<file path="config.mk">
export PLATFORM = sky130hd
export DESIGN_NAME = uart_byte_receiver
export DESIGN_NICKNAME = d
export VERILOG_FILES = /design/src/rtl/uart_pkg.sv /design/src/rtl/baud_tick_gen.sv /design/src/rtl/uart_byte_receiver.sv
export SDC_FILE = /design/constraint.sdc
export NUM_CORES = 1
export LEC_CHECK = 0
export BUFFER_PORTS_ARGS = -buffer_cell sky130_fd_sc_hd__buf_2
export CAP_MARGIN = 15
export CORE_AREA = 2 2 59 61
export CTS_CLUSTER_SIZE = 25
export DETAILED_ROUTE_END_ITERATION = 12
export DIE_AREA = 0 0 61 63
export GPL_TIMING_DRIVEN = 0
export HOLD_SLACK_MARGIN = 0.12
export PLACE_DENSITY = 0.75
export SLEW_MARGIN = 25
export SYNTH_ARGS = -nofsm -noshare
export SYNTH_HDL_FRONTEND = slang
export SYNTH_SLANG_ARGS = --single-unit
</file>
<file path="constraint.sdc">
create_clock -name clk -period 2.2 [get_ports clk]
set_clock_uncertainty 0.2 [all_clocks]
set_input_delay 0.44 -clock clk [delete_from_list [all_inputs] [get_ports clk]]
set_output_delay 0.44 -clock clk [all_outputs]
set_load 0.02 [all_outputs]
</file>
<file path="src/rtl/uart_pkg.sv">
// Shared UART definitions: oversampling ratio, receiver FSM states and the
// baud divider calculation used by both receiver and transmitter.
package uart_pkg;

    localparam int unsigned OVERSAMPLE = 16;

    typedef enum logic [2:0] {
        IDLE,
        START,
        DATA,
        STOP,
        WAIT_HIGH
    } rx_state_t;

    // Clocks per oversample tick (integer division).
    function automatic int unsigned calc_div(input int unsigned clk_freq,
                                             input int unsigned baud_rate);
        return clk_freq / (baud_rate * OVERSAMPLE);
    endfunction

endpackage

</file>
<file path="src/rtl/baud_tick_gen.sv">
// Free-running oversample tick generator.
//   clk  : system clock
//   rst  : asynchronous active-high reset
//   tick : one-clk pulse every DIV clocks, high while the counter sits at DIV-1
module baud_tick_gen
    import uart_pkg::*;
#(
    parameter int unsigned CLK_FREQ  = 50_000_000,
    parameter int unsigned BAUD_RATE = 115_200
) (
    input  logic clk,
    input  logic rst,
    output logic tick
);

    localparam int unsigned DIV = calc_div(CLK_FREQ, BAUD_RATE);
    localparam int unsigned CW  = (DIV > 1) ? $clog2(DIV) : 1;

    if (DIV < 1) begin : g_div_check
        $error("baud_tick_gen: CLK_FREQ too low for BAUD_RATE*16");
    end

    logic [CW-1:0] cnt;
    logic [CW-1:0] cnt_next;

    // Wrap at DIV-1 back to zero.
    always_comb begin
        cnt_next = cnt + CW'(1);
        if (cnt == CW'(DIV - 1)) begin
            cnt_next = '0;
        end
    end

    // Tick is registered from the next count so it is high while cnt == DIV-1.
    always_ff @(posedge clk or posedge rst) begin
        if (rst) begin
            cnt  <= '0;
            tick <= 1'b0;
        end else begin
            cnt  <= cnt_next;
            tick <= (cnt_next == CW'(DIV - 1));
        end
    end

endmodule

</file>
<file path="src/rtl/uart_byte_receiver.sv">
// 16x oversampling UART byte receiver.
//   clk                  : system clock
//   rst                  : asynchronous active-high reset
//   rx                   : asynchronous serial input, idle high
//   byteFromRx           : last correctly framed byte
//   rxByteReady          : high when no frame is in progress
//   new_rx_byte_indicate : one-clk pulse on a confirmed start bit
//   frame_error          : last frame had a low stop bit
module uart_byte_receiver
    import uart_pkg::*;
#(
    parameter int unsigned CLK_FREQ   = 50_000_000,
    parameter int unsigned BAUD_RATE  = 115_200,
    parameter int unsigned UART_WIDTH = 8
) (
    input  logic                  clk,
    input  logic                  rst,
    input  logic                  rx,
    output logic [UART_WIDTH-1:0] byteFromRx,
    output logic                  rxByteReady,
    output logic                  new_rx_byte_indicate,
    output logic                  frame_error
);

    localparam int unsigned BW = (UART_WIDTH > 1) ? $clog2(UART_WIDTH) : 1;

    logic            tick;
    logic [1:0]      sync;
    logic            rx_s;
    rx_state_t       state, state_next;
    logic [3:0]      samp, samp_next;
    logic [BW-1:0]   bit_cnt, bit_cnt_next;
    logic [UART_WIDTH-1:0] shift, shift_next;
    logic [UART_WIDTH-1:0] byte_next;
    logic            ready_next;
    logic            ind_next;
    logic            fe_next;

    baud_tick_gen #(
        .CLK_FREQ (CLK_FREQ),
        .BAUD_RATE(BAUD_RATE)
    ) u_tick (
        .clk (clk),
        .rst (rst),
        .tick(tick)
    );

    // Two-flop synchronizer, reset to the idle level.
    always_ff @(posedge clk or posedge rst) begin
        if (rst) begin
            sync <= 2'b11;
        end else begin
            sync <= {sync[0], rx};
        end
    end

    assign rx_s = sync[1];

    // State and datapath registers.
    always_ff @(posedge clk or posedge rst) begin
        if (rst) begin
            state                <= IDLE;
            samp                 <= '0;
            bit_cnt              <= '0;
            shift                <= '0;
            byteFromRx           <= '0;
            rxByteReady          <= 1'b1;
            new_rx_byte_indicate <= 1'b0;
            frame_error          <= 1'b0;
        end else begin
            state                <= state_next;
            samp                 <= samp_next;
            bit_cnt              <= bit_cnt_next;
            shift                <= shift_next;
            byteFromRx           <= byte_next;
            rxByteReady          <= ready_next;
            new_rx_byte_indicate <= ind_next;
            frame_error          <= fe_next;
        end
    end

    // Next-state and output logic; counters only move on tick.
    always_comb begin
        state_next   = state;
        samp_next    = samp;
        bit_cnt_next = bit_cnt;
        shift_next   = shift;
        byte_next    = byteFromRx;
        ready_next   = rxByteReady;
        ind_next     = 1'b0;
        fe_next      = frame_error;

        unique case (state)
            IDLE: begin
                if (tick && !rx_s) begin
                    state_next = START;
                    samp_next  = '0;
                end
            end
            START: begin
                if (tick) begin
                    samp_next = samp + 4'd1;
                    // Decide on the tick where the count reaches 7 (mid start bit).
                    if (samp == 4'd6) begin
                        samp_next    = '0;
                        bit_cnt_next = '0;
                        if (!rx_s) begin
                            state_next = DATA;
                            ind_next   = 1'b1;
                            ready_next = 1'b0;
                        end else begin
                            state_next = IDLE;
                        end
                    end
                end
            end
            DATA: begin
                if (tick) begin
                    samp_next = samp + 4'd1;
                    if (samp == 4'd15) begin
                        samp_next  = '0;
                        shift_next = {rx_s, shift[UART_WIDTH-1:1]};
                        if (bit_cnt == BW'(UART_WIDTH - 1)) begin
                            bit_cnt_next = '0;
                            state_next   = STOP;
                        end else begin
                            bit_cnt_next = bit_cnt + BW'(1);
                        end
                    end
                end
            end
            STOP: begin
                // Leaves at mid stop bit so the next start edge is never missed.
                if (tick) begin
                    samp_next = samp + 4'd1;
                    if (samp == 4'd15) begin
                        samp_next  = '0;
                        ready_next = 1'b1;
                        if (rx_s) begin
                            byte_next  = shift;
                            fe_next    = 1'b0;
                            state_next = IDLE;
                        end else begin
                            fe_next    = 1'b1;
                            state_next = WAIT_HIGH;
                        end
                    end
                end
            end
            WAIT_HIGH: begin
                if (rx_s) begin
                    state_next = IDLE;
                end
            end
            default: begin
                state_next = IDLE;
            end
        endcase
    end

endmodule

</file>
Yosys cells after proc, flatten, opt, wreduce, memory -nomap -nowiden
Index checks and enable logic that the tools add are counted.
W data, S select, Z words.
{"block": "totals", "register_bits": 37, "in_bits": 3, "out_inout_bits": 11, "word_cells": 83}
{"block": "classes", "addsub": 3, "eq_ne": 20, "mux": 35, "reduce_logical": 14}
{"cell": "$mux W3", "n": 15}
{"cell": "$mux W4", "n": 5}
{"cell": "$pmux W3 S5", "n": 1}
{"cell": "$ne A2 B2 Y1 const B", "n": 7}
{"cell": "$pmux W4 S3", "n": 1}
{"cell": "$eq A5 B5 Y1 const B", "n": 2}
{"cell": "$mux W1", "n": 9}
{"cell": "$reduce_and A9 Y1", "n": 1}
{"cell": "$ne A2 B1 Y1 const B", "n": 4}
{"cell": "$reduce_and A4 Y1", "n": 2}
{"cell": "$eq A3 B2 Y1 const B", "n": 2}
{"cell": "$eq A3 B3 Y1 const B", "n": 2}
{"cell": "$pmux W3 S2", "n": 1}
{"cell": "$reduce_and A3 Y1", "n": 2}
{"cell": "$reduce_and A6 Y1", "n": 1}
{"cell": "$add A5 B1 Y5 const B", "n": 1}
{"cell": "$mux W5", "n": 1}
{"cell": "$reduce_and A5 Y1", "n": 1}
{"cell": "$add A4 B1 Y4 const B", "n": 1}
{"cell": "$eq A4 B3 Y1 const B", "n": 1}
{"cell": "$eq A4 B4 Y1 const B", "n": 1}
{"cell": "$reduce_bool A2 Y1", "n": 2}
{"cell": "$add A3 B1 Y3 const B", "n": 1}
{"cell": "$eq A3 B1 Y1 const B", "n": 1}
{"cell": "other kinds (7)", "n": 7}

Depth between registers and ports, before layout
{"block": "logic_depth", "ltp_word": 5, "ltp_mapped": 6}

Hierarchy
From an unflattened synthesis, not the netlist that was laid out.
{"block": "hier_totals", "cells_unflattened": 155, "hier_area_um2": 1870.5}
{"module": "uart_byte_receiver", "instances": 1, "cells_each": 122, "area_each_um2": 1540.2, "seq_area_each_um2": 779.5}
{"module": "baud_tick_gen", "instances": 1, "cells_each": 33, "area_each_um2": 330.3, "seq_area_each_um2": 150.1}

Least setup slack after synthesis
No wires, ideal clock.
{"block": "synth_path", "kind": "reg-to-reg", "start": "reg samp[0]", "end": "reg state[1]", "setup_ps": 124, "arrival_time_ps": 1669, "required_ps": 1876, "path_slack_ps": 207, "stages_incl_launch_ff": 7, "path_buffers": 0, "cell_sequence": "dfrtp_1 > inv_1 > ha_1 > nand3b_2 > and2_4 > or4_1 > a211o_1"}
{"block": "synth_via", "elab_chain_cells": 3, "word_cells_on_any_way": 6}
{"item": "start, declared", "line": "uart_byte_receiver.sv:31", "rtl": "logic [3:0] samp, samp_next;"}
{"item": "start signal, assigned", "line": "uart_byte_receiver.sv:72", "rtl": "samp <= samp_next;"}
{"item": "$eq A4 B4 Y1 / $eq A4 B3 Y1 (equally long branches)", "line": "uart_byte_receiver.sv:120, uart_byte_receiver.sv:136, uart_byte_receiver.sv:104"}
{"item": "$ne A2 B2 Y1 (no line)"}
{"item": "$reduce_and A9 Y1 (no line) *"}
{"item": "end signal, assigned", "line": "uart_byte_receiver.sv:71", "rtl": "state <= state_next;"}
{"item": "end, declared", "line": "uart_byte_receiver.sv:30", "rtl": "rx_state_t state, state_next;"}
Mark *: on every way between the ends. The rest lies on a longest branch, timed or not.
A chain may end at the register's enable or synchronous reset.

Worst setup path after layout
{"block": "layout_path", "start": "reg samp[0]", "end": "reg state[0]"}
Same word-level chain as after synthesis.

==> flow_summary.yaml <==
die:
  floorplan.core_area_sq_um: 3232
  start_util_pct: 54.70
  die_width_microns: 61
  die_area_sq_um: 3843
  rows: 21
  io_pins: 14
  fp.dieH_microns: 63
final_layout:
  antennaDiodeCount: 0
  stdcell_count: 221
  final_cell_area_sq_um: 2017
  final_core_utilization_pct: 62.41
  post_route_cells_drive_above_1_share_pct: 28.57
  nNetsFinal: 184
  area_delta_synth_final_pct: 14.08
  final.fill_count: 257
timing:
  max-slew-margin-rel_pct: 51.29
  worst-slew-pin-transition_ns: 0.7295
  hold-worst-slack_ns: 0.1611
  max_clock_freq_mhz: 465.4
  period_share_pct: 97.66
  final_period_demand_of_the_worst_path_ns: 2.148
  setup_violations: 0
  finalHoldViolCount: 0
  final_max_slew_viol_count: 0
clock_tree:
  numCtsBuffers: 5
  cts_sinks: 37
  clock_latency_at_the_later_pin_of_the_worst_skew_pair_ns: 0.34
  clock_tree.htree_level_count: 2
  postCtsSetupBuffers: 0
  tritoncts_clock_tree: "done"
  root_buffer: "sky130_fd_sc_hd__clkbuf_4"
  cts_max_path_buffers: 2
  clkSlewWorstSetupHoldPaths_ns: 0.11
placement:
  place_congestion: 0.7774
  placed_cells: 211
  placed_area_sq_um: 1891
  place.detailed.hpwl_mm: 2.195
  portBuffers: 13
routing:
  postRouteWirelength_mm: 3.122
  vias: 1224
  avgRoutedWirePerCell_microns: 14.13
  detailedRoute.firstIterationViolations: 38
  drt_pre_antenna_iters: 4
  vias_per_cell: 5.538
  drtAntennaViolNets: 0
  drc_errors_left: 0
flow_run:
  max-cap-violations: 0
logic_synthesis:
  syn_nets: 162
  ys_warn_count: 0
  avgSynthCellArea_sq_um: 11.63
  cells_after_synth: 152
  syn_area_sq_um: 1768
  yosysSeqAreaShare_pct: 52.58
  ys_ff_latch: 37
  netlist-cell-type-count: 41
power:
  vdd_drop_max_uv: 726.6
  total_power_per_unit_cell_area_nw_per_um2: 641.0
  leak_nw: 1.057
  design_power_total_mw: 1.293
grt:
  first_global_vias: 1327
  antenna_violations_before_repair: 0
  pin_count_of_the_biggest_net_entering_global_routing: 38
  combined_global_route_utilization_of_all_metal_layers_pct: 19.99
  grt_first_pass_wirelength_mm: 5.727
  globalRoute.totalOverflow: 0
critical_path:
  path_class: "reg -> reg"
  worst_setup_path_start_kind: "register"
  timing.critical_path.fanout_max: 6
  critical_path_arrival_ns: 2.18
  critical_path_required_ns: 2.23
  critical_path_end_type: "register"
min_path:
  holdCritPathClass: "reg -> reg"
status:
  outcome: "finished clean"
-- cells by family after synthesis --
kind of cell               count (synthesis)  synth area share (%)
and+or+nand+nor                           48                 16.07
DFF                                       37                 52.58
AOI/OAI and AO/OA                         25                 9.625
muxes                                     21                 13.23
buffers and inverters                     13                 3.044
adders and majority gates                  7                 4.954
xor gates and xnor gates                   1                0.4955
-- metrics by stage --
stage	worst slack [ns]	TNS (ns)
final	0.05152	0
after global routing	-0.005493	-0.009270
after CTS	0.07065	0
after detailed placement	0.08223	0
after global placement	0.1252	0
after floorplan	0.2069	0
-- worst paths after layout --
path                         start       end  slack [ns]  depth (start not counted)
max                        samp[0]  state[0]        0.05                          6
min reg2reg                sync[0]   sync[1]        0.16                          0
min                        sync[0]   sync[1]        0.16                          0
max in group asynchronous      rst  shift[2]        0.77                          3
max reg2reg                samp[0]  state[0]        0.05                          6
min in group asynchronous      rst  state[0]        0.55                          3
-- registers in the layout, indices dropped and copies added (netlist names) --
name / count
byteFromRx: 8
shift: 8
u_tick.cnt: 5
samp: 4
bit_cnt: 3
state: 3
sync: 2
frame_error: 1
new_rx_byte_indicate: 1
rxByteReady: 1
u_tick.tick: 1
-- layout by cell type, fill, tap and decap left out, types with 2 or more instances in the layout --
master / count
sky130_fd_sc_hd__o21ai_0: 6
sky130_fd_sc_hd__a41oi_1: 2
sky130_fd_sc_hd__inv_1: 5
sky130_fd_sc_hd__nor2_1: 8
sky130_fd_sc_hd__clkbuf_4: 5
sky130_fd_sc_hd__nand2_1: 8
sky130_fd_sc_hd__nor4b_1: 3
sky130_fd_sc_hd__nand3_1: 2
sky130_fd_sc_hd__bufinv_16: 2
sky130_fd_sc_hd__a21oi_1: 5
sky130_fd_sc_hd__o21a_1: 2
sky130_fd_sc_hd__dlygate4sd3_1: 2
sky130_fd_sc_hd__nor2b_1: 5
sky130_fd_sc_hd__mux2_1: 5
sky130_fd_sc_hd__mux2_2: 14
sky130_fd_sc_hd__clkbuf_1: 2
sky130_fd_sc_hd__dfstp_2: 3
sky130_fd_sc_hd__inv_2: 2
sky130_fd_sc_hd__nand2b_1: 4
sky130_fd_sc_hd__dfrtp_1: 34
sky130_fd_sc_hd__ha_1: 6
sky130_fd_sc_hd__and3_1: 5
sky130_fd_sc_hd__a21o_1: 2
sky130_fd_sc_hd__nor4_1: 2
sky130_fd_sc_hd__mux2i_1: 2
sky130_fd_sc_hd__buf_2: 17
-- layer usage --
| metal | up-vias | global-route usage, % | routed length [microns] |
|---|---|---|---|
| met3 | 8 | 5.590 | 144 |
| met5 | - | 0 | 0 |
| met1 | 598 | 23.63 | 1285 |
| met2 | 30 | 33.33 | 1619 |
| met4 | 0 | 8.152 | 72 |
| li1 | 588 | - | - |
-- final cells by class --
class,instances,area (sq um),area share (%)
Sequential cell,37,929.6,46.09
Clock inverter,3,65.06,3.226
Multi-Input combinational cell,102,788.3,39.08
Inverter,7,26.28,1.303
Tap cell,46,57.56,2.854
Clock buffer,5,37.54,1.861
Timing Repair Buffer,15,85.08,4.218
Buffer,6,27.53,1.365
-- critical path: stages, from the launching register on --
cell and delay (ns):
sky130_fd_sc_hd__dfrtp_1 0.46, sky130_fd_sc_hd__inv_2 0.09, sky130_fd_sc_hd__ha_2 0.19, sky130_fd_sc_hd__nand3b_2 0.10, sky130_fd_sc_hd__and2_4 0.18, sky130_fd_sc_hd__nor4_1 0.44, sky130_fd_sc_hd__mux2_1 0.38
-- where the power goes --
part / total [mW] / internal, mW / switching [mW]
combinational: 0.0345 / 0.0105 / 0.0240
clock: 0.573 / 0.352 / 0.222
sequential: 0.685 / 0.684 / 0.000868
total: 1.29 / 1.05 / 0.247
-- repair_timing --
item | in CTS | in global routing
hold endpoints to repair | 35 | 0
hold buffers | 2 | 0
endpoints found under the setup margin | 0 | 3
gates resized for setup | 0 | 3
-- cells in the mapped netlist (all sizes together) --
library cell	number	share of area [%]
a21o	2	0.85
nand3	2	0.57
nor3b	1	0.42
nand2	8	1.7
nand2b	4	1.4
mux2	19	12
o2111ai	1	0.50
nor2	8	1.7
dfstp	3	4.5
or4	1	0.42
a21oi	5	1.4
a221oi	1	0.50
a31o	1	0.50
o31ai	1	0.42
and3	6	2.1
a311oi	1	0.50
nor2b	5	1.8
nor4b	3	1.5
and2	2	0.85
or3	1	0.35
nor3	1	0.28
buf	4	1.1
o21a	2	0.85
nand3b	2	1.1
o21bai	1	0.42
a22o	1	0.50
and3b	1	0.50
ha	7	5.0
dfrtp	34	48
nand4	1	0.71
nor4	2	0.71
a211o	1	0.50
xor2	1	0.50
inv	7	1.5
mux2i	2	1.1
a41oi	2	0.99
o21ai	6	1.7
clkbuf	2	0.42
Note: power is estimated with default switching activity, not from simulation.
